## src/rtl/alu_arb_pkg.sv

```systemverilog
// Shared types and constants for the ALU issue arbiter.
// States, payload/result bundles and instruction type codes.
package alu_arb_pkg;

  localparam int DATA_W      = 32;
  localparam int TIMEOUT_DEF = 255;

  localparam logic [3:0] TYPE_DP   = 4'b0000;
  localparam logic [3:0] TYPE_BR   = 4'b0001;
  localparam logic [3:0] TYPE_LDST = 4'b0010;

  typedef enum logic [2:0] {
    IDLE,
    LAUNCH,
    WAIT_LO,
    WAIT_HI,
    CAPTURE
  } state_t;

  typedef struct packed {
    logic [3:0]        typ;
    logic [DATA_W-1:0] d1;
    logic [DATA_W-1:0] d2;
    logic [DATA_W-1:0] d3;
    logic [DATA_W-1:0] d4;
    logic [DATA_W-1:0] srcdst;
  } payload_t;

  typedef struct packed {
    logic [DATA_W-1:0] res1;
    logic [DATA_W-1:0] res2;
    logic [DATA_W-1:0] cpsr;
    logic [DATA_W-1:0] srcdst;
    logic              w;
    logic              m;
  } result_t;

endpackage

```

## src/rtl/alu_issue_arbiter_if.sv

```systemverilog
// Issue-side bundle: per-requester request buses plus the tagged response.
// master = decoder issue logic, slave = arbiter.
interface alu_issue_arbiter_if
  import alu_arb_pkg::*;
#(
  parameter int NREQ = 2,
  parameter int IDW  = (NREQ > 1) ? $clog2(NREQ) : 1
);

  logic [NREQ-1:0]        req_valid;
  logic [NREQ-1:0]        req_ready;
  logic [NREQ*4-1:0]      req_type;
  logic [NREQ*DATA_W-1:0] req_data1;
  logic [NREQ*DATA_W-1:0] req_data2;
  logic [NREQ*DATA_W-1:0] req_data3;
  logic [NREQ*DATA_W-1:0] req_data4;
  logic [NREQ*DATA_W-1:0] req_srcdst;

  logic                   rsp_valid;
  logic [IDW-1:0]         rsp_id;
  logic [DATA_W-1:0]      rsp_data1;
  logic [DATA_W-1:0]      rsp_data2;
  logic [DATA_W-1:0]      rsp_cpsr;
  logic [DATA_W-1:0]      rsp_srcdst;
  logic                   rsp_w;
  logic                   rsp_m;

  modport master (
    output req_valid, req_type,
    output req_data1, req_data2,
    output req_data3, req_data4,
    output req_srcdst,
    input  req_ready,
    input  rsp_valid, rsp_id,
    input  rsp_data1, rsp_data2,
    input  rsp_cpsr, rsp_srcdst,
    input  rsp_w, rsp_m
  );

  modport slave (
    input  req_valid, req_type,
    input  req_data1, req_data2,
    input  req_data3, req_data4,
    input  req_srcdst,
    output req_ready,
    output rsp_valid, rsp_id,
    output rsp_data1, rsp_data2,
    output rsp_cpsr, rsp_srcdst,
    output rsp_w, rsp_m
  );

endinterface

```

## src/rtl/alu_ready_sync.sv

```systemverilog
// Multi-flop synchronizer bringing the async ALU readyOut into clk.
// Cleared on reset so the first operation sees a low ready.
module alu_ready_sync #(
  parameter int SYNC_STAGES = 2
) (
  input  logic clk,
  input  logic reset,
  input  logic alu_ready_i,
  output logic rdy_s
);

  logic [SYNC_STAGES-1:0] chain;

  always_ff @(posedge clk or posedge reset) begin
    if (reset) begin
      chain <= '0;
    end else begin
      chain <= {chain[SYNC_STAGES-2:0], alu_ready_i};
    end
  end

  assign rdy_s = chain[SYNC_STAGES-1];

endmodule

```

## src/rtl/alu_issue_arbiter.sv

```systemverilog
// Round-robin front end sharing one asynchronous ALU among NREQ issue slots.
// Define ALU_ARB_TIMEOUT_EN to enable the sticky watchdog on the WAIT states.
module alu_issue_arbiter
  import alu_arb_pkg::*;
#(
  parameter int NREQ        = 2,
  parameter int SYNC_STAGES = 2,
  parameter int TIMEOUT     = TIMEOUT_DEF
) (
  input  logic              clk,
  input  logic              reset,
  alu_issue_arbiter_if.slave issue,
  output logic [DATA_W-1:0] alu_data1,
  output logic [DATA_W-1:0] alu_data2,
  output logic [DATA_W-1:0] alu_data3,
  output logic [DATA_W-1:0] alu_data4,
  output logic [3:0]        alu_type,
  output logic [DATA_W-1:0] alu_srcdst,
  output logic              alu_trigger,
  output logic              alu_go,
  input  logic              alu_ready_i,
  input  logic [DATA_W-1:0] alu_res1,
  input  logic [DATA_W-1:0] alu_res2,
  input  logic [DATA_W-1:0] alu_cpsr,
  input  logic [DATA_W-1:0] alu_srcdst_i,
  input  logic              alu_w,
  input  logic              alu_m,
  output logic              busy,
  output logic              error
);

  localparam int IDW = (NREQ > 1) ? $clog2(NREQ) : 1;

  state_t         state, state_n;
  logic           rdy_s;
  logic           first_op;
  logic [IDW-1:0] ptr;
  logic [IDW-1:0] grant_id;
  logic [IDW-1:0] hi_id, lo_id;
  logic           hi_hit, lo_hit;
  logic           launch;
  payload_t       pl_a [NREQ];
  payload_t       pl_q;
  result_t        rsp_q;
  logic           rsp_valid_q;
  logic [IDW-1:0] rsp_id_q;
  logic           trig_q;
  logic           go_q;

  alu_ready_sync #(
    .SYNC_STAGES (SYNC_STAGES)
  ) u_sync (
    .clk         (clk),
    .reset       (reset),
    .alu_ready_i (alu_ready_i),
    .rdy_s       (rdy_s)
  );

  always_comb begin
    for (int i = 0; i < NREQ; i++) begin
      pl_a[i].typ    = issue.req_type[i*4 +: 4];
      pl_a[i].d1     = issue.req_data1[i*DATA_W +: DATA_W];
      pl_a[i].d2     = issue.req_data2[i*DATA_W +: DATA_W];
      pl_a[i].d3     = issue.req_data3[i*DATA_W +: DATA_W];
      pl_a[i].d4     = issue.req_data4[i*DATA_W +: DATA_W];
      pl_a[i].srcdst = issue.req_srcdst[i*DATA_W +: DATA_W];
    end
  end

  // Lowest valid index above ptr wins; otherwise wrap to lowest at/below ptr.
  always_comb begin
    hi_hit = 1'b0;
    lo_hit = 1'b0;
    hi_id  = '0;
    lo_id  = '0;
    for (int i = NREQ - 1; i >= 0; i--) begin
      if (issue.req_valid[i]) begin
        if (IDW'(i) > ptr) begin
          hi_hit = 1'b1;
          hi_id  = IDW'(i);
        end else begin
          lo_hit = 1'b1;
          lo_id  = IDW'(i);
        end
      end
    end
    grant_id = hi_hit ? hi_id : lo_id;
  end

  assign launch = (state == IDLE) && !reset
                  && (hi_hit || lo_hit)
                  && (rdy_s || first_op);

  assign issue.req_ready = launch ? (NREQ'(1) << grant_id)
                                  : '0;

`ifdef ALU_ARB_TIMEOUT_EN
  localparam logic [15:0] WD_LIM = 16'(TIMEOUT - 2);

  logic [15:0] wd_cnt;
  logic        wd_hit;
  logic        err_q;

  assign wd_hit = ((state == WAIT_LO) || (state == WAIT_HI))
                  && (wd_cnt == WD_LIM);

  always_ff @(posedge clk or posedge reset) begin
    if (reset) begin
      wd_cnt <= '0;
      err_q  <= 1'b0;
    end else begin
      if (state == LAUNCH) begin
        wd_cnt <= '0;
      end else if ((state == WAIT_LO) || (state == WAIT_HI)) begin
        wd_cnt <= wd_cnt + 16'd1;
      end
      if (wd_hit) begin
        err_q <= 1'b1;
      end
    end
  end

  assign error = err_q;
`else
  assign error = 1'b0;
`endif

  always_ff @(posedge clk or posedge reset) begin
    if (reset) begin
      state <= IDLE;
    end else begin
      state <= state_n;
    end
  end

  always_comb begin
    state_n = state;
    unique case (state)
      IDLE:    if (launch) state_n = LAUNCH;
      LAUNCH:  state_n = WAIT_LO;
      WAIT_LO: if (!rdy_s) state_n = WAIT_HI;
      WAIT_HI: if (rdy_s) state_n = CAPTURE;
      CAPTURE: state_n = IDLE;
      default: state_n = IDLE;
    endcase
`ifdef ALU_ARB_TIMEOUT_EN
    if (wd_hit) begin
      state_n = IDLE;
    end
`endif
  end

  always_ff @(posedge clk or posedge reset) begin
    if (reset) begin
      ptr         <= IDW'(NREQ - 1);
      first_op    <= 1'b1;
      pl_q        <= '0;
      rsp_q       <= '0;
      rsp_valid_q <= 1'b0;
      rsp_id_q    <= '0;
      trig_q      <= 1'b0;
      go_q        <= 1'b0;
    end else begin
      rsp_valid_q <= 1'b0;
      if (launch) begin
        ptr  <= grant_id;
        pl_q <= pl_a[grant_id];
      end
      if (state == LAUNCH) begin
        trig_q <= ~trig_q;
        go_q   <= 1'b1;
      end
      if (state == CAPTURE) begin
        rsp_q.res1   <= alu_res1;
        rsp_q.res2   <= alu_res2;
        rsp_q.cpsr   <= alu_cpsr;
        rsp_q.srcdst <= alu_srcdst_i;
        rsp_q.w      <= alu_w;
        rsp_q.m      <= alu_m;
        rsp_valid_q  <= 1'b1;
        rsp_id_q     <= ptr;
        go_q         <= 1'b0;
        first_op     <= 1'b0;
      end
`ifdef ALU_ARB_TIMEOUT_EN
      // A hung ALU never raises ready again; re-arm as if fresh.
      if (wd_hit) begin
        go_q     <= 1'b0;
        first_op <= 1'b1;
      end
`endif
    end
  end

  assign alu_data1  = pl_q.d1;
  assign alu_data2  = pl_q.d2;
  assign alu_data3  = pl_q.d3;
  assign alu_data4  = pl_q.d4;
  assign alu_type   = pl_q.typ;
  assign alu_srcdst = pl_q.srcdst;
  assign alu_trigger = trig_q;
  assign alu_go      = go_q;

  assign issue.rsp_valid  = rsp_valid_q;
  assign issue.rsp_id     = rsp_id_q;
  assign issue.rsp_data1  = rsp_q.res1;
  assign issue.rsp_data2  = rsp_q.res2;
  assign issue.rsp_cpsr   = rsp_q.cpsr;
  assign issue.rsp_srcdst = rsp_q.srcdst;
  assign issue.rsp_w      = rsp_q.w;
  assign issue.rsp_m      = rsp_q.m;

  assign busy = (state != IDLE);

endmodule

```

## src/flat_wrapper.sv

```systemverilog
// flat-port wrapper written by rule: the top's interface ports become plain ports
module alu_issue_arbiter_flat import alu_arb_pkg::*;
#(
  parameter int NREQ        = 2,
  parameter int SYNC_STAGES = 2,
  parameter int TIMEOUT     = TIMEOUT_DEF
)
  (clk, reset, alu_data1, alu_data2, alu_data3, alu_data4, alu_type, alu_srcdst, alu_trigger, alu_go, alu_ready_i, alu_res1, alu_res2, alu_cpsr, alu_srcdst_i, alu_w, alu_m, busy, error, issue_req_valid, issue_req_type, issue_req_data1, issue_req_data2, issue_req_data3, issue_req_data4, issue_req_srcdst, issue_req_ready, issue_rsp_valid, issue_rsp_id, issue_rsp_data1, issue_rsp_data2, issue_rsp_cpsr, issue_rsp_srcdst, issue_rsp_w, issue_rsp_m);
  alu_issue_arbiter_if #(.NREQ(NREQ)) issue_i ();
  input  logic clk;
  input  logic reset;
  output logic [DATA_W-1:0] alu_data1;
  output logic [DATA_W-1:0] alu_data2;
  output logic [DATA_W-1:0] alu_data3;
  output logic [DATA_W-1:0] alu_data4;
  output logic [3:0] alu_type;
  output logic [DATA_W-1:0] alu_srcdst;
  output logic alu_trigger;
  output logic alu_go;
  input  logic alu_ready_i;
  input  logic [DATA_W-1:0] alu_res1;
  input  logic [DATA_W-1:0] alu_res2;
  input  logic [DATA_W-1:0] alu_cpsr;
  input  logic [DATA_W-1:0] alu_srcdst_i;
  input  logic alu_w;
  input  logic alu_m;
  output logic busy;
  output logic error;
  input wire logic [$bits(issue_i.req_valid)-1:0] issue_req_valid;
  input wire logic [$bits(issue_i.req_type)-1:0] issue_req_type;
  input wire logic [$bits(issue_i.req_data1)-1:0] issue_req_data1;
  input wire logic [$bits(issue_i.req_data2)-1:0] issue_req_data2;
  input wire logic [$bits(issue_i.req_data3)-1:0] issue_req_data3;
  input wire logic [$bits(issue_i.req_data4)-1:0] issue_req_data4;
  input wire logic [$bits(issue_i.req_srcdst)-1:0] issue_req_srcdst;
  output wire logic [$bits(issue_i.req_ready)-1:0] issue_req_ready;
  output wire logic [$bits(issue_i.rsp_valid)-1:0] issue_rsp_valid;
  output wire logic [$bits(issue_i.rsp_id)-1:0] issue_rsp_id;
  output wire logic [$bits(issue_i.rsp_data1)-1:0] issue_rsp_data1;
  output wire logic [$bits(issue_i.rsp_data2)-1:0] issue_rsp_data2;
  output wire logic [$bits(issue_i.rsp_cpsr)-1:0] issue_rsp_cpsr;
  output wire logic [$bits(issue_i.rsp_srcdst)-1:0] issue_rsp_srcdst;
  output wire logic [$bits(issue_i.rsp_w)-1:0] issue_rsp_w;
  output wire logic [$bits(issue_i.rsp_m)-1:0] issue_rsp_m;
  assign issue_i.req_valid = issue_req_valid;
  assign issue_i.req_type = issue_req_type;
  assign issue_i.req_data1 = issue_req_data1;
  assign issue_i.req_data2 = issue_req_data2;
  assign issue_i.req_data3 = issue_req_data3;
  assign issue_i.req_data4 = issue_req_data4;
  assign issue_i.req_srcdst = issue_req_srcdst;
  assign issue_req_ready = issue_i.req_ready;
  assign issue_rsp_valid = issue_i.rsp_valid;
  assign issue_rsp_id = issue_i.rsp_id;
  assign issue_rsp_data1 = issue_i.rsp_data1;
  assign issue_rsp_data2 = issue_i.rsp_data2;
  assign issue_rsp_cpsr = issue_i.rsp_cpsr;
  assign issue_rsp_srcdst = issue_i.rsp_srcdst;
  assign issue_rsp_w = issue_i.rsp_w;
  assign issue_rsp_m = issue_i.rsp_m;
  alu_issue_arbiter #(.NREQ(NREQ), .SYNC_STAGES(SYNC_STAGES), .TIMEOUT(TIMEOUT)) u_core (.clk(clk), .reset(reset), .issue(issue_i), .alu_data1(alu_data1), .alu_data2(alu_data2), .alu_data3(alu_data3), .alu_data4(alu_data4), .alu_type(alu_type), .alu_srcdst(alu_srcdst), .alu_trigger(alu_trigger), .alu_go(alu_go), .alu_ready_i(alu_ready_i), .alu_res1(alu_res1), .alu_res2(alu_res2), .alu_cpsr(alu_cpsr), .alu_srcdst_i(alu_srcdst_i), .alu_w(alu_w), .alu_m(alu_m), .busy(busy), .error(error));
endmodule
```

## config.mk

```make
export PLATFORM = sky130hd
export DESIGN_NAME = alu_issue_arbiter_flat
export DESIGN_NICKNAME = d
export VERILOG_FILES = /design/src/rtl/alu_arb_pkg.sv /design/src/rtl/alu_issue_arbiter_if.sv /design/src/rtl/alu_ready_sync.sv /design/src/rtl/alu_issue_arbiter.sv /design/src/flat_wrapper.sv
export SDC_FILE = /design/constraint.sdc
export NUM_CORES = 1
export LEC_CHECK = 0
export CORE_AREA = 2 2 300 302
export DETAILED_ROUTE_END_ITERATION = 8
export DIE_AREA = 0 0 302 304
export GPL_TIMING_DRIVEN = 0
export PLACE_DENSITY = 0.4
export SYNTH_ARGS = -nofsm -noshare
export SYNTH_HDL_FRONTEND = slang
export SYNTH_SLANG_ARGS = --single-unit
```

## constraint.sdc

```tcl
create_clock -name clk -period 10.4 [get_ports clk]
set_input_delay 1.04 -clock clk [delete_from_list [all_inputs] [get_ports clk]]
set_output_delay 1.04 -clock clk [all_outputs]
set_load 0.05 [all_outputs]
```

# After elaboration in Yosys (flattened, before gate mapping)
# Index checks and enable logic that the tools add are counted.
# W data, S select, Z words.
[classes]
n_lt_le_gt_ge = 3
n_eq_ne = 7
n_shift = 1
mux = 24
bitwise_logic = 2
n_reduce_logical = 10
[ops]
columns = ["operator", "count"]
rows = [
  ["$mux W164", 3],
  ["$mux W1", 16],
  ["$pmux W3 S4", 1],
  ["$mux W3", 3],
  ["$eq A3 B2 Y1 const B", 2],
  ["$ne A2 B2 Y1 const B", 2],
  ["$eq A3 B1 Y1 const B", 1],
  ["$eq A3 B3 Y1 const B", 1],
  ["$logic_and A1 B1 Y1", 3],
  ["$logic_not A3 Y1", 1],
  ["$reduce_and A3 Y1", 1],
  ["$reduce_bool A3 Y1", 1],
  ["$ge A2 B2 Y1 const B", 1],
  ["$gt A1 B1 Y1 const A", 2],
  ["$logic_or A1 B1 Y1", 2],
  ["$mux W2", 1],
  ["$ne A2 B1 Y1 const B", 1],
  ["$not A1 Y2", 1],
  ["$reduce_bool A2 Y1", 1],
  ["$shl A1 B1 Y2 const A", 1],
  ["$logic_not A1 Y1", 1],
  ["$not A1 Y1", 1],
]
[totals]
register_bits = 305
input_bits = 463
output_inout_bits = 302
wordCells = 67

# Longest topological paths before layout
# Gate-level depths: netlist of run 1.
[depth]
word_depth = 10
ltp_mapped = 6
ltp_nobuf = 3

# Modules after synthesis
# Synthesis of run 1 repeated with hierarchy kept, for this count alone.
[unflattened]
hier_cells = 841
area_unflattened_um2 = 13316.5
[by_module_without_submodules]
columns = ["mod", "n_inst", "cells_each", "area_each_um2"]
rows = [
  ["alu_issue_arbiter", 1, 838, 13262.7],
  ["alu_ready_sync", 1, 3, 53.8],
]

# Least setup slack after synthesis of run 1
# No wires, ideal clock.
[synth_path]
path_type = "input to output"
startpoint = "input port issue_req_valid[1]"
endpoint = "output port issue_req_ready[0]"
arrival_time_ps = 3007
required_time_ps = 9360
slack_ps = 6353
cell_stages = 4
path_buffers = 2
cell_sequence = "a21boi_1 buf_2 buf_2 nor4_1"
[synth_via]
elab_chain_len = 7
elab_cells_between_ends = 16
cone_classes = "shift: 1; mux: 12; reduce/logical: 3"
[synth_lines]
columns = ["item", "line", "rtl"]
rows = [
  ["start: declaration", "flat_wrapper.sv:29", "input wire logic [$bits(issue_i.req_valid)-1:0] issue_req_valid;"],
  ["$mux W1", "alu_issue_arbiter.sv:77", "if (issue.req_valid[i]) begin"],
  ["$mux W1", "alu_issue_arbiter.sv:78", "if (IDW'(i) > ptr) begin"],
  ["$mux W1", "alu_issue_arbiter.sv:77", ""],
  ["$logic_or A1 B1 Y1", "alu_issue_arbiter.sv:91", "&& (hi_hit || lo_hit)"],
  ["$logic_and A1 B1 Y1", "alu_issue_arbiter.sv:91", ""],
  ["$logic_and A1 B1 Y1", "alu_issue_arbiter.sv:92", "&& (rdy_s || first_op);"],
  ["$mux W2 (*)", "alu_issue_arbiter.sv:94", "assign issue.req_ready = launch ? (NREQ'(1) << grant_id)"],
  ["end: declaration", "flat_wrapper.sv:36", "output wire logic [$bits(issue_i.req_ready)-1:0] issue_req_ready;"],
]
# Mark *: on every way between the ends. The rest lies on a longest branch, timed or not.

# Final worst setup path of run 1
[layout_path]
startpoint = "input port issue_req_valid[1]"
endpoint = "output port issue_req_ready[1]"
# Same word-level chain as after synthesis.

==> results of run 1 <==
## final cells by class
| cell class | count | area [um^2] | area share (%) |
|---|---|---|---|
| repair buffers | 765 | 7690 | 32.2 |
| flip-flops and latches | 305 | 7630 | 32.0 |
| multi-input cells | 481 | 5320 | 22.3 |
| well taps | 1176 | 1470 | 6.17 |
| clock buffers | 63 | 1210 | 5.07 |
| plain buffers | 52 | 344 | 1.44 |
| clock inverters | 9 | 159 | 0.666 |
| inverters | 2 | 15.0 | 0.0629 |
| diodes | 3 | 7.51 | 0.0315 |
## placed cells by master, fill, tap and decap left out, drive strengths merged, types with 2 or more instances in the layout
cell / instances
bufinv: 4
clkdlybuf4s50: 763
clkinv: 4
clkbuf: 72
inv: 2
nor2: 2
dfstp: 2
buf: 45
diode: 3
dfrtp: 303
nand2: 2
nor3: 2
mux2: 460
o21ai: 2
## state kept, by name, summed over array words and instances, names as in the netlist, 4 cells and up
| signal | flops |
|---|---|
| u_core.alu_data1 | 32 |
| u_core.alu_data2 | 32 |
| u_core.alu_data3 | 32 |
| u_core.alu_data4 | 32 |
| u_core.alu_srcdst | 32 |
| u_core.alu_type | 4 |
| u_core.issue.rsp_cpsr | 32 |
| u_core.issue.rsp_data1 | 32 |
| u_core.issue.rsp_data2 | 32 |
| u_core.issue.rsp_srcdst | 32 |
## metal layers
metal	track usage, %	up-vias
li1	-	4652
met1	11.3	4911
met2	22.0	441
met3	4.55	58
met4	2.58	6
met5	0	-
## kinds of logic (layout without fill, tap and decap cells)
| family | count (synthesis) | count (layout) | share of synthesized area [%] |
|---|---|---|---|
| xor+xnor | 1 | 1 | 0.0658 |
| buf+inv | 54 | 891 | 2.64 |
| compound gates | 6 | 6 | 0.291 |
| other cells | 1 | 4 | 0.0282 |
| flops | 305 | 305 | 57.4 |
| simple gates | 13 | 13 | 0.677 |
| mux | 460 | 460 | 38.9 |
## cell usage after synthesis (2+ instances only)
cell type and number:
buf_4 3, clkbuf_1 9, buf_6 14, dfrtp_1 303, nand2_1 2, buf_2 26, mux2_2 417, dfstp_2 2
nor2_1 2, inv_1 2, o21ai_0 2, mux2_1 43
## per-stage QoR
stage | std cells | instance area (um^2) | setup slack [ns]
3_3_place_gp | 2779 | 22400 | -4.21
6_report | 2856 | 23900 | 5.03
5_1_grt | 2855 | 23900 | 4.80
2_1_floorplan | 840 | 13300 | 0.932
4_1_cts | 2853 | 23800 | 4.79
3_5_place_dp | 2781 | 22500 | 4.79
## power groups by stage
stage | clock network (mW) | logic [mW] | registers [mW]
finish | 1.44 | 4.48 | 2.08
global route | 1.56 | 4.65 | 2.16
CTS | 1.51 | 4.55 | 2.09
detailed placement | 0 | 4.54 | 2.10
global placement | 0 | 4.54 | 2.09
floorplan | 0 | 0.775 | 4.10
## critical path, cell delays in order
cell             delay, ns
clkdlybuf4s50_1       0.48
a21boi_1              0.97
buf_2                 0.47
buf_2                 0.36
and2_1                0.17
clkdlybuf4s50_1       0.82
## worst paths after layout
path,endpoint,depth (start not counted)
hold / removal,u_core.u_sync.chain[1],0
hold reg to reg,u_core.u_sync.chain[1],0
setup / recovery,issue_req_ready[1],6
min in group asynchronous,u_core.issue.rsp_id,2
setup reg to reg,u_core.alu_data4[20],5
max in group asynchronous,u_core.alu_data1[23],3
==> metrics.cfg, run 1 <==
[flow_run]
maxCapViolCount=0

[setup_path]
end_kind=primary output
r2r_start=u_core.ptr
crit_fanout=10
startpoint_type=input port
critPathArrivalTime_ns=4.33
ff2ff_setup_slack_ns=6.71
path_class=in -> out
critical_path.startpoint=issue_req_valid[1]
critPathRequiredTime_ns=9.36

[floorplan]
fp.dieArea_mm2=0.0918
die_x_um=302
start_util_pct=14.9
std_cell_rows=110
die_h_um=304
core_area_mm2=0.0890
io_pins=765

[synthesis]
avgSynthCellArea_um2=15.8
ys_top_cells_by_area=dfrtp_1, mux2_2, mux2_1
synth_edf_count=0
synthDominantAreaCellType=dfrtp_1
synth.top_cell.area_share_pct=57.0
ys_seq_area_share_pct=57.4
ys_warn_count=0
yosysUniqueCellTypes=27
ys_seq_elements=305
synth_area_mm2=0.0133
synth_cells=840
async_reset_ff_share_pct=100
synthFlopType=dfrtp_1
synth_nets=1303

[pwr]
switching_share_pct=45.9
p_total_mw=8.00
clkPwrFrac_pct=18.0
irDropWorstVdd_mv=0.208
intPower_mw=4.33
pwr-share-comb_pct=56.0
power_per_cell_area_mw_per_mm2=335
p_sw_mw=3.67
p_leak_nw=9.50
seqPwrFrac_pct=26.0

[global_route]
first_global_vias=11380
antenna_found_initial=8
grt-ovfl-total=0
grt_first_pass_wirelength_um=77300
track_usage_pct=11.4
grt_max_degree=112

[route]
drt_first_pass_iters=4
via_count=10068
routed_wl_um=54500
drt-initial-drc-count=230
ant_nets=0
drc=0
topRoutingLayerUsed=met5
dr_wl_met3_um=5350
wl_met1_um=18800
dr_wl_met2_um=29300
vias_per_cell=3.53
wl_per_cell_um=19.1

[timing]
rsz0062_at_grt=no
min_period_ns=5.37
hold_viol_final=0
fin_skew_ns=0.0288
tightest_slew_ns=1.24
finalSetupTns_ns=0
fin_crit_sh_pct=51.6
relSlewSlack_pct=17.3
holdWs_ns=0.352
max_freq_ghz=0.186
drv_slew=0
setup_viol=0

[clock_network]
clk_pin_slew_ns=0.06
clk_latency_ns=0.55
htree_num_levels=2
cts_resized=0
postCtsSetupBuffers=0
holdBufCountCts=0
clock_sinks=305
cts_made_buffers=41
clk_path_buf_depth=3
root_buffer=clkbuf_16
cts_tree=yes

[run_status]
status=finished clean

[placed_design]
dp_hpwl_um=43200
place.port_buffers=763
gp_congestion=0.756

[layout]
drive_gt1_share_pct=31.4
nFillCells=9168
syn_to_final_growth_pct=79.3
final_util_pct=26.8
nets=2111

[worst_hold_path]
hp-start=u_core.u_sync.chain[0]
min_path_type=reg -> reg

(Power assumes the default switching activity.)
==> run 2, diff against run 1 <==
Clock period 10.4 ns to 5.2 ns, I/O delays scaled along.
==> run 2 against run 1 <==
  * Via count grew 1.3%
  * Wire length shrank 0.16%
  * First-iteration DRC count shrank 11%
  * Clock-buffer cell count grew 1
  * Final area is essentially flat
  * Clock power grew 88%
  * Cell count is essentially flat
  * Sequential power grew 100%
  * Non-clock buffer count grew 6
  * Largest cell class unchanged
  * Largest power group unchanged
==> metrics.cfg, run 2 (synthesis gave the netlist of run 1 again) <==
[layout]
final_util_pct=26.8  ; about the same
nets=2117  ; +0.28%
final_cell_mix=clkdlybuf4s50_1, mux2_2, dfrtp_1
syn_to_final_growth_pct=79.1  ; about the same
drive_gt1_share_pct=31.5  ; about the same
layout_commonest_cell=clkdlybuf4s50_1
n_antenna_cell=0  ; -3

[global_route]
antenna_found_initial=3  ; -5
grt-ovfl-total=0  ; unchanged
track_usage_pct=11.4  ; about the same
grt_max_degree=41  ; -63%
grt_first_pass_wirelength_um=77700  ; +0.56%
first_global_vias=11603  ; +2.0%

[setup_path]
end_kind=primary output
path_class=in -> out
startpoint_type=input port
critPathRequiredTime_ns=4.68  ; -4.68 ns
critPathArrivalTime_ns=3.71  ; -0.62 ns
crit_fanout=10  ; unchanged

[clock_network]
htree_num_levels=2  ; unchanged
root_buffer=clkbuf_16
clk_latency_ns=0.57  ; +0.02 ns
clk_path_buf_depth=3  ; unchanged
cts_tree=yes
holdBufCountCts=0  ; unchanged
clk_pin_slew_ns=0.05  ; about the same
postCtsSetupBuffers=0  ; unchanged
clock_sinks=305  ; unchanged
cts_resized=0  ; unchanged
cts_made_buffers=41  ; unchanged

[floorplan]
fp.dieArea_mm2=0.0918  ; unchanged
io_pins=765  ; unchanged
core_area_mm2=0.0890  ; unchanged
die_h_um=304  ; unchanged
start_util_pct=14.9  ; unchanged
die_x_um=302  ; unchanged
std_cell_rows=110  ; unchanged

[pwr]
p_leak_nw=9.49  ; -0.14%
power_per_cell_area_mw_per_mm2=663  ; +98%
irDropWorstVdd_mv=0.457  ; +120%
p_total_mw=15.8  ; +97%

[timing]
min_period_ns=4.23
relSlewSlack_pct=22.8  ; +5.5 points
fin_crit_sh_pct=81.3
rsz0062_at_grt=no
max_freq_ghz=0.236
tightest_slew_ns=1.16  ; -0.0803 ns
setup_viol=0  ; unchanged
fin_skew_ns=0.0288  ; -0.0000233 ns
hold_viol_final=0  ; unchanged
drv_slew=0  ; unchanged

[run_status]
status=finished clean

[route]
drc=0  ; unchanged
wl_per_cell_um=19.0  ; -0.23%
ant_nets=0  ; unchanged
routed_wl_um=54400  ; -0.16%
drt-initial-drc-count=204  ; -11%
vias_per_cell=3.57  ; +1.2%
drt_first_pass_iters=4  ; unchanged
via_count=10195  ; +1.3%

[worst_hold_path]
min_path_type=reg -> reg

[placed_design]
dp_hpwl_um=43800  ; +1.3%
gp_congestion=0.763  ; +0.91%
place.port_buffers=763  ; unchanged

[flow_run]
maxCapViolCount=0  ; unchanged

## run 2: power by group
group          switching, mW  internal [mW]
Combinational           5.62           3.33
Sequential             0.603           3.54
Clock                   1.12           1.58
Total                   7.35           8.45
## run 2: critical path, cell delays in order
cell,delay [ns]
clkdlybuf4s50_1,0.48
a21boi_1,0.90
buf_2,0.46
buf_2,0.36
and2_1,0.18
clkdlybuf4s50_1,0.79
## run 2: path summary, 6_finish.rpt
check	start	slack [ns]	cells after the start	end
max	issue_req_valid[1]	0.97	6	issue_req_ready[1]
min	u_core.u_sync.chain[0]	0.36	0	u_core.u_sync.chain[1]
max reg2reg	u_core.ptr	1.51	5	u_core.alu_data4[21]
min reg2reg	u_core.u_sync.chain[0]	0.36	0	u_core.u_sync.chain[1]
max in group asynchronous	reset	3.22	6	u_core.alu_type[0]
min in group asynchronous	reset	0.52	2	u_core.alu_trigger
## run 2: layout make-up
type / count / area (um^2)
Timing Repair Buffer: 771 / 7800
Sequential cell: 305 / 7630
Multi-Input combinational cell: 481 / 5320
Fill cell: 9175 / 65200
Clock inverter: 7 / 66.3
Clock buffer: 64 / 1190
Tap cell: 1176 / 1470
Buffer: 52 / 344
Inverter: 2 / 11.3
## run 2: per-layer routing
| metal | global-route usage, % | vias to the layer above | share of wire (%) |
|---|---|---|---|
| li1 | - | 4656 | - |
| met2 | 21.6 | 486 | 52 |
| met5 | 0 | - | 0 |
| met4 | 2.75 | 0 | 2.2 |
| met1 | 11.5 | 4991 | 35 |
| met3 | 4.62 | 62 | 10 |
## run 2: per-stage QoR
step | std cells | setup slack, ns | instance area (um^2) | hold slack (ns) | TNS [ns]
finish | 2858 | 0.970 | 23800 | 0.363 | 0
global route | 2858 | 0.702 | 23800 | 0.363 | 0
CTS | 2858 | 0.772 | 23800 | 0.341 | 0
detailed placement | 2787 | 0.597 | 22600 | 0.350 | 0
global placement | 2779 | -2.32 | 22400 | 0.338 | -680.39
floorplan | 840 | 0.625 | 13300 | 0.331 | 0
==> run 3, diff against run 2 <==
Settings changed: CORE_AREA 2 2 300 302 to 2 2 298 300, DIE_AREA 0 0 302 304 to 0 0 300 302, PLACE_DENSITY 0.4 to 0.41.
Clock period 5.2 ns to 3.5 ns, I/O delays scaled along.
==> run 3 against run 2 <==
  * Via count fell by 0.85%
  * Core utilization grew 0.63 points
  * Die area down 1.3%
  * Clock power up 60%
  * Worst setup slack got worse by 0.76 ns
  * Critical endpoint is now issue_req_ready[0]
  * Largest cell class unchanged
  * Largest power group unchanged
==> metrics.cfg, run 3 (synthesis gave the netlist of run 1 again) <==
[worst_hold_path]
hp-start=alu_ready_i
hold_path_depth=1  ; +1
min_path_type=in -> reg
hold_end=u_core.u_sync.chain[0]

[setup_path]
max_stage_delay_ns=0.90  ; about the same
critPathRequiredTime_ns=3.15  ; -1.53 ns
r2r_start=u_core.ptr
startpoint_type=flip-flop
critPathArrivalTime_ns=2.94  ; -0.77 ns
critical_path.most_common_cell=buf_2
end_kind=primary output
worstPathBufferInverterCount=3  ; -1
crit_family=buffers and inverters
crit_fanout=10  ; unchanged
path_class=reg -> out
ff2ff_setup_slack_ns=0.44  ; -1.07 ns
timing.rr.end=u_core.alu_data4[22]
worstPathCellList=a21boi_4 -> buf_2 -> buf_2 -> nor4_1 -> clkdlybuf4s50_1
critical-path-slowest-cell=clkdlybuf4s50_1
worstRegToRegCells=5  ; unchanged

[timing]
setup_viol=0  ; unchanged
min_period_ns=3.29
relSlewSlack_pct=27.8  ; +5.0 points
rsz0062_at_grt=no
finalSetupTns_ns=0  ; unchanged
drv_slew=0  ; unchanged
hold_viol_final=0  ; unchanged
setup_slack_ns=0.212  ; -0.758 ns
holdWs_ns=0.228  ; -0.135 ns
tightest_slew_ns=1.08  ; -0.0747 ns
max_freq_ghz=0.304
fin_crit_sh_pct=93.9
fin_skew_ns=0.0234  ; -0.00542 ns

[route]
wl_per_cell_um=19.2  ; +0.78%
drt-initial-drc-count=204  ; unchanged
drc=0  ; unchanged
vias_per_cell=3.54  ; -0.68%
ant_nets=0  ; unchanged
via_count=10108  ; -0.85%
drt_first_pass_iters=3  ; -1
routed_wl_um=54700  ; +0.60%

[clock_network]
clk_pin_slew_ns=0.06  ; about the same
clk_path_buf_depth=3  ; unchanged
clk_latency_ns=0.56  ; about the same
cts_tree=yes
htree_num_levels=2  ; unchanged
cts_made_buffers=41  ; unchanged
postCtsSetupBuffers=0  ; unchanged
root_buffer=clkbuf_16
clock_sinks=305  ; unchanged

[pwr]
power_per_cell_area_mw_per_mm2=992  ; +50%
p_total_mw=23.8  ; +51%
p_leak_nw=9.59  ; +1.1%
irDropWorstVdd_mv=0.606  ; +33%

[placed_design]
place_inst=2777  ; -0.36%
dpl_cell_area_mm2=0.0226  ; about the same
gp_congestion=0.792  ; +3.8%
place.port_buffers=763  ; unchanged
dp_hpwl_um=44100  ; +0.62%
preCtsSetupSlack_ns=-0.845  ; -1.44 ns

[layout]
stdcell_count=2853  ; -0.17%
final_util_pct=27.4  ; +0.63 points
layout_commonest_cell=clkdlybuf4s50_1
drive_gt1_share_pct=32.2  ; +0.79 points
design_area_mm2=0.0240  ; +0.65%
final_cell_mix=clkdlybuf4s50_1, mux2_2, dfrtp_1
syn_to_final_growth_pct=80.3
nets=2118  ; +0.047%

[global_route]
grt_max_degree=38  ; -7.3%
antenna_found_initial=8  ; +5
track_usage_pct=11.5  ; +0.029 points
grt_first_pass_wirelength_um=76700  ; -1.3%
grt-ovfl-total=0  ; unchanged
first_global_vias=11359  ; -2.1%

[run_status]
status=finished clean

[floorplan]
die_x_um=300  ; -0.66%
core_area_mm2=0.0876  ; -1.7%
fp.dieArea_mm2=0.0906  ; -1.3%
die_h_um=302  ; -0.66%
start_util_pct=15.2  ; +0.25 points
std_cell_rows=109  ; -0.91%
io_pins=765  ; unchanged

[flow_run]
maxCapViolCount=0  ; unchanged

==> run 3: cell types whose count changed in the layout (fill, tap and decap cells not counted), moves of 2 or more <==
cell        change
clkbuf_1       -11
clkbuf_8        +6
diode_2         +4
bufinv_16       +3
clkinv_2        +3
clkinvlp_4      -2
inv_6           +2
==> run 3: timing repair <==
item                                    in CTS  in global routing
resized for setup                            3                  0
endpoints found under the setup margin      91                  0
hold buffers                                 0                  0
==> run 3: worst max-delay path by stage <==
stage,slack (ns),from,cells past startpoint,end
floorplan,-0.91,reset,1,u_core.alu_data1[0]
global placement,-3.91,reset,2,u_core.alu_data1[20]
detailed placement,-0.84,issue_req_valid[1],6,u_core.alu_data4[22]
CTS,0.10,u_core.ptr,5,issue_req_ready[0]
global route,0.004,u_core.ptr,5,issue_req_ready[0]
finish,0.21,u_core.ptr,5,issue_req_ready[0]
==> run 3: power breakdown <==
part           switching (mW)  total, mW  internal, mW
registers               0.891       6.16          5.27
clock network            1.69       4.32          2.63
logic                    8.37       13.3          4.95
==> run 3: area by class of cell <==
| type | count | area [um^2] |
|---|---|---|
| Fill cell | 9081 | 63600 |
| Timing Repair Buffer | 772 | 7820 |
| Sequential cell | 305 | 7630 |
| Multi-Input combinational cell | 481 | 5330 |
| Tap cell | 1165 | 1460 |
| Clock buffer | 58 | 1210 |
| Buffer | 52 | 344 |
| Clock inverter | 14 | 179 |
| Inverter | 2 | 11.3 |
| Antenna cell | 4 | 10.0 |
==> run 3: per-layer routing <==
layer | share of wire, % | vias up | global-route usage [%]
li1 | - | 4662 | -
met1 | 35 | 4935 | 11.7
met2 | 54 | 444 | 21.5
met3 | 9.5 | 61 | 4.53
met4 | 1.8 | 6 | 3.18
met5 | 0.075 | - | 0
